--- config.mk ---
export PLATFORM = sky130hd
export DESIGN_NAME = sync_delay_ctrl
export DESIGN_NICKNAME = d
export VERILOG_FILES = /design/src/rtl/sync_delay_ctrl.sv
export SDC_FILE = /design/constraint.sdc
export NUM_CORES = 1
export LEC_CHECK = 0
export CAP_MARGIN = 20
export CORE_MARGIN = 3
export CORE_UTILIZATION = 40
export DETAILED_ROUTE_END_ITERATION = 8
export GPL_TIMING_DRIVEN = 1
export PLACE_DENSITY = 0.64
export SLEW_MARGIN = 20
export SYNTH_ARGS = -nofsm -noshare
export SYNTH_HDL_FRONTEND = slang
export SYNTH_SLANG_ARGS = --single-unit
--- constraint.sdc ---
create_clock -name clk -period 5.78 [get_ports clk]
set_clock_uncertainty 0.05 [all_clocks]
set_input_delay 1.156 -clock clk [delete_from_list [all_inputs] [get_ports clk]]
set_output_delay 1.156 -clock clk [all_outputs]
set_load 0.01 [all_outputs]
--- src/rtl/sync_delay_ctrl.sv ---
// Measures the hsync line period, locks on a stable period, then resets, settles, frame-aligns, fills and supervises the delay FIFO.
// All outputs are registered and follow the state entered at the previous edge; fifo_full/fifo_empty are acted on only while running.
module sync_delay_ctrl #(
    parameter int MAX_WIDTH     = 4096,
    parameter int MIN_WIDTH     = 64,
    parameter int DELAY_ROWS    = 15,
    parameter int DELAY_COLS    = 15,
    parameter int FIFO_DEPTH    = 32768,
    parameter int LOCK_LINES    = 4,
    parameter int SETTLE_CYCLES = 16,
    parameter int LW            = $clog2(MAX_WIDTH + 1),
    parameter int DW            = $clog2(DELAY_ROWS * MAX_WIDTH + DELAY_COLS + 1)
) (
    input  logic          clk,
    input  logic          rst,
    input  logic          hsync_in,
    input  logic          vsync_in,
    input  logic          fifo_full,
    input  logic          fifo_empty,
    output logic          fifo_rst,
    output logic          fifo_wr_en,
    output logic          fifo_rd_en,
    output logic          locked,
    output logic [LW-1:0] line_len,
    output logic [DW-1:0] delay_depth,
    output logic [1:0]    err_code,
    output logic [7:0]    err_count
);

    localparam int MW = $clog2(LOCK_LINES + 1);
    localparam int SW = $clog2(SETTLE_CYCLES + 1);

    localparam logic [LW-1:0] PER_MIN     = LW'(MIN_WIDTH);
    localparam logic [LW-1:0] PER_MAX     = LW'(MAX_WIDTH);
    localparam logic [LW-1:0] PER_SAT     = LW'(MAX_WIDTH + 1);
    localparam logic [MW-1:0] MATCH_LOCK  = MW'(LOCK_LINES - 1);
    localparam logic [SW-1:0] SETTLE_LAST = SW'(SETTLE_CYCLES - 1);

    localparam logic [1:0] ERR_LINE  = 2'd1;
    localparam logic [1:0] ERR_DEPTH = 2'd2;
    localparam logic [1:0] ERR_FIFO  = 2'd3;

    typedef enum logic [2:0] {
        S_MEASURE,
        S_SETTLE,
        S_ARM,
        S_FILL,
        S_RUN,
        S_ERROR
    } state_t;

    state_t        state;
    logic          hsync_q;
    logic          vsync_q;
    logic          hs_rise;
    logic          vs_rise;
    logic          have_start;
    logic          period_vld;
    logic          period_ok;
    logic [LW-1:0] per_cnt;
    logic [LW-1:0] candidate;
    logic [MW-1:0] match;
    logic [1:0]    miss;
    logic [SW-1:0] settle_cnt;
    logic [DW-1:0] fill_cnt;
    logic [DW-1:0] depth_calc;
    logic          depth_over;

    assign hs_rise    = hsync_in & ~hsync_q;
    assign vs_rise    = vsync_in & ~vsync_q;
    // A period exists only once a previous hs_rise has started the counter.
    assign period_vld = hs_rise & have_start;
    assign period_ok  = (per_cnt >= PER_MIN) && (per_cnt <= PER_MAX);
    assign depth_calc = DW'(DELAY_ROWS) * DW'(per_cnt) + DW'(DELAY_COLS);
    assign depth_over = 64'(depth_calc) > 64'(FIFO_DEPTH - 1);

    function automatic logic [7:0] sat_inc(input logic [7:0] v);
        return (v == 8'hFF) ? v : v + 8'd1;
    endfunction

    always_ff @(posedge clk) begin
        if (rst) begin
            state       <= S_MEASURE;
            hsync_q     <= 1'b0;
            vsync_q     <= 1'b0;
            have_start  <= 1'b0;
            per_cnt     <= '0;
            candidate   <= '0;
            match       <= '0;
            miss        <= '0;
            settle_cnt  <= '0;
            fill_cnt    <= '0;
            fifo_rst    <= 1'b1;
            fifo_wr_en  <= 1'b0;
            fifo_rd_en  <= 1'b0;
            locked      <= 1'b0;
            line_len    <= '0;
            delay_depth <= '0;
            err_code    <= '0;
            err_count   <= '0;
        end else begin
            hsync_q <= hsync_in;
            vsync_q <= vsync_in;

            if (hs_rise) begin
                per_cnt    <= LW'(1);
                have_start <= 1'b1;
            end else if (per_cnt != PER_SAT) begin
                per_cnt <= per_cnt + 1'b1;
            end

            case (state)
                S_MEASURE: begin
                    if (period_vld) begin
                        if (period_ok && per_cnt == candidate) begin
                            match <= match + 1'b1;
                            if (match + 1'b1 == MATCH_LOCK) begin
                                line_len    <= per_cnt;
                                delay_depth <= depth_calc;
                                if (depth_over) begin
                                    state     <= S_ERROR;
                                    err_code  <= ERR_DEPTH;
                                    err_count <= sat_inc(err_count);
                                end else begin
                                    state      <= S_SETTLE;
                                    settle_cnt <= '0;
                                    fifo_rst   <= 1'b0;
                                end
                            end
                        end else begin
                            candidate <= period_ok ? per_cnt : '0;
                            match     <= '0;
                        end
                    end
                end

                S_SETTLE: begin
                    if (settle_cnt == SETTLE_LAST) begin
                        state <= S_ARM;
                    end else begin
                        settle_cnt <= settle_cnt + 1'b1;
                    end
                end

                S_ARM: begin
                    if (vs_rise) begin
                        state      <= S_FILL;
                        fifo_wr_en <= 1'b1;
                        fill_cnt   <= DW'(1);
                    end
                end

                // fill_cnt numbers the current write cycle; reads start on write delay_depth+1.
                S_FILL: begin
                    if (fill_cnt == delay_depth) begin
                        state      <= S_RUN;
                        fifo_rd_en <= 1'b1;
                        locked     <= 1'b1;
                        miss       <= '0;
                    end else begin
                        fill_cnt <= fill_cnt + 1'b1;
                    end
                end

                S_RUN: begin
                    if (fifo_full || fifo_empty) begin
                        state      <= S_ERROR;
                        err_code   <= ERR_FIFO;
                        err_count  <= sat_inc(err_count);
                        fifo_rst   <= 1'b1;
                        fifo_wr_en <= 1'b0;
                        fifo_rd_en <= 1'b0;
                        locked     <= 1'b0;
                    end else if (period_vld) begin
                        if (period_ok && per_cnt == line_len) begin
                            miss <= '0;
                        end else if (miss == 2'd1) begin
                            state      <= S_ERROR;
                            err_code   <= ERR_LINE;
                            err_count  <= sat_inc(err_count);
                            fifo_rst   <= 1'b1;
                            fifo_wr_en <= 1'b0;
                            fifo_rd_en <= 1'b0;
                            locked     <= 1'b0;
                        end else begin
                            miss <= miss + 1'b1;
                        end
                    end
                end

                S_ERROR: begin
                    state      <= S_MEASURE;
                    candidate  <= '0;
                    match      <= '0;
                    miss       <= '0;
                    have_start <= 1'b0;
                end

                default: begin
                    state <= S_MEASURE;
                end
            endcase
        end
    end

endmodule

==> impl_metrics.tcl <==
set metrics [dict create \
    area_growth_pct 15.1 \
    antenna_found_initial 0 \
    vias_per_cell 5.04 \
    post_dp_cell_area_um2 7250 \
    htree_num_levels 3 \
    tightest_slew_ns 0.968 \
    drt_wl_total_um 15000 \
    gr-total-overflow 0 \
    report.final.hold_viol_count 0 \
    postCtsHoldBufs 0 \
    ys_warn_count 0 \
    rsz0062_at_grt "no" \
    hp-class "flop to flop" \
    via_count 5258 \
    synth_edf_count 0 \
    synth_nets 877 \
    period_needed_ns 4.92 \
    ys.flop_type "dfxtp_1" \
    yosysSeqAreaShare_pct 30.3 \
    maxSlewViolCount 0 \
    antenna_cells 0 \
    status "finished clean" \
    maxCapViolCount 0 \
    cts_tree "done" \
    globalplace.congestion 0.853 \
    post-cts-setup-buffers 0 \
    clkLatencyLatePin_ns 0.35 \
    cts_made_buffers 9 \
    rows 46 \
    root_buffer "clkbuf_16" \
    setup_viol 0 \
    required_ns 5.98 \
    path_max_fanout 10 \
    drc 0 \
    grt_usage_pct 17.2 \
    seqCellArea_um2 2000 \
    syn_area_um2 6610 \
    cts_sinks 100 \
    p_leak_nw 3.17 \
    drive_gt1_share_pct 5.93 \
    syn_inst 786 \
    drt_iter0_markers 198 \
    first_pass_iters 5 \
    ant_nets 0 \
    fill_cells 1558 \
    port_buffers 48 \
    vdd_drop_max_mv 0.196 \
    die_area_um2 18100 \
    final_area_um2 7610 \
    critPathKind "flop to flop" \
    r2r_slack_ns 0.86 \
    period_share_pct 85.2 \
    grt_pass1_wl_um 25500 \
    async_reset_ff_share_pct 0 \
    cts_buffer_depth 2 \
    crit_path_end_kind "flop" \
    initial_core_util_pct 41.2 \
    grt_start_max_net_pins 70 \
    core_region_area_um2 16100 \
    critPathLaunchType "flop" \
    maxSlewHeadroom_pct 35.2 \
    die_x_um 135 \
    fp.dieH_um 135 \
    clkSlewWorstSetupHoldPaths_ns 0.07 \
    ios 49 \
    fin_tns_setup_ns 0 \
    p_per_area_nw_per_um2 201 \
    syn_avg_cell_area_um2 8.41 \
    cts_resized 0 \
    grt_pass1_vias 5043 \
    ys_types 62 \
    wl_per_cell_um 14.4 \
    ys_seq_elements 100 \
    fin_nets 913 \
    place_hpwl_um 11100 \
    fmax_mhz 203 \
    arrival_ns 5.12 \
    multi_input_area_um2 4250 \
]
-- placed cells by master, fill, tap and decap left out, types with 3 or more instances in the layout --
cell	synthesis	final
a211oi_1	4	4
a21o_1	5	5
a21oi_1	74	73
a31oi_1	5	5
and3_1	10	10
buf_4	3	9
bufinv_16	0	3
clkbuf_16	0	9
clkdlybuf4s50_1	0	47
dfxtp_1	100	100
fa_1	22	22
ha_1	63	63
inv_1	53	53
mux2_2	4	4
mux2i_1	3	3
nand2_1	99	99
nand2b_1	5	5
nand3_1	36	36
nand4_1	17	17
nor2_1	69	69
nor2b_1	8	8
nor3_1	10	10
nor4_1	7	7
o21a_1	5	5
o21ai_0	22	22
or2_2	4	4
or3_1	8	8
xnor2_1	52	52
xor2_1	27	27
-- stage by stage --
stage	cells	total power, W	utilization, %	worst slack (ns)	hold slack, ns
CTS	1042	0.00154	47.3	0.838	0.419
global placement	1026	0.000838	45.2	0.942	0.397
global route	1043	0.00158	47.4	0.436	0.438
finish	1043	0.00153	47.4	0.858	0.414
floorplan	786	0.000806	-	1.34	0.393
detailed placement	1026	0.000839	45.2	0.859	0.408
-- power by group --
part | internal [W] | switching [W]
Combinational | 0.0000430 | 0.0000844
Sequential | 0.000693 | 0.00000507
Clock | 0.000426 | 0.000278
Total | 0.00116 | 0.000367
-- state kept, by name (all words and copies together), names as in the netlist, 2 cells and up --
signal,count
miss,2
err_code,2
match,3
settle_cnt,5
state,3
delay_depth,16
per_cnt,13
fill_cnt,16
line_len,13
candidate,13
err_count,8
-- cell type report --
type | count | share of cell area [%]
clock inverters | 5 | 1.41
well taps | 216 | 3.55
flip-flops and latches | 100 | 26.3
repair buffers | 58 | 7.20
inverters | 53 | 2.61
clock buffers | 11 | 3.06
multi-input cells | 600 | 55.8
-- cells by family after synthesis --
family / after synthesis / share of synthesized area (%)
XOR/XNOR: 79 / 10.5
flip-flops: 100 / 30.3
multiplexers: 7 / 1.14
adder cells (fa/ha/maj): 85 / 18.6
AND/OR/NAND/NOR: 292 / 21.3
buffers and inverters: 86 / 5.60
AO/OA/AOI/OAI: 137 / 12.7
-- synthesized netlist by cell type, types with 2 or more instances --
| cell | n | area share (%) |
|---|---|---|
| dfxtp_1 | 100 | 30 |
| nand2_1 | 99 | 5.6 |
| a21oi_1 | 74 | 5.6 |
| nor2_1 | 69 | 3.9 |
| ha_1 | 63 | 12 |
| inv_1 | 53 | 3.0 |
| xnor2_1 | 52 | 6.9 |
| nand3_1 | 36 | 2.7 |
| xor2_1 | 27 | 3.6 |
| fa_1 | 22 | 6.7 |
| o21ai_0 | 22 | 1.7 |
| clkbuf_1 | 20 | 1.1 |
| nand4_1 | 17 | 1.6 |
| and3_1 | 10 | 0.95 |
| nor3_1 | 10 | 0.76 |
| nor2b_1 | 8 | 0.76 |
| or3_1 | 8 | 0.76 |
| nor4_1 | 7 | 0.66 |
| a21o_1 | 5 | 0.57 |
| a31oi_1 | 5 | 0.47 |
| buf_2 | 5 | 0.38 |
| nand2b_1 | 5 | 0.47 |
| o21a_1 | 5 | 0.57 |
| a211oi_1 | 4 | 0.45 |
| buf_6 | 4 | 0.68 |
| mux2_2 | 4 | 0.68 |
| or2_2 | 4 | 0.38 |
| buf_4 | 3 | 0.34 |
| mux2i_1 | 3 | 0.45 |
| a2111o_1 | 2 | 0.34 |
| a311oi_1 | 2 | 0.26 |
| and2_1 | 2 | 0.19 |
| nand3b_1 | 2 | 0.23 |
| nor4_2 | 2 | 0.38 |
| nor4b_1 | 2 | 0.26 |
| o311ai_0 | 2 | 0.26 |
| o31a_1 | 2 | 0.26 |
| or4_1 | 2 | 0.23 |
-- worst max-delay path, cell delays in order, from the launching register on --
cell and delay [ns]:
dfxtp_1 0.54, inv_1 0.27, fa_1 0.54, inv_1 0.05, fa_1 0.45, ha_1 0.31, ha_1 0.39, nand4_1 0.12
a2111o_1 0.40, a31oi_1 0.30, a21boi_1 0.12, xor2_1 0.35, a21oi_2 0.20, nor4b_1 0.35, mux2_2 0.37
-- layer usage --
metal | wire (um) | GRT usage [%] | up-vias
met4 | 113 | 3.90 | 0
met1 | 7360 | 23.6 | 2448
li1 | - | - | 2732
met3 | 493 | 3.84 | 7
met2 | 7030 | 27.9 | 71
met5 | 0 | 0 | -
-- worst paths after layout --
kind,start,to,cells past startpoint
min,candidate[8],candidate[8],2
max,per_cnt[7],err_count[4],14
max reg2reg,per_cnt[7],err_count[4],14
min reg2reg,candidate[8],candidate[8],2
No activity file was read; power rests on OpenSTA's default activity.
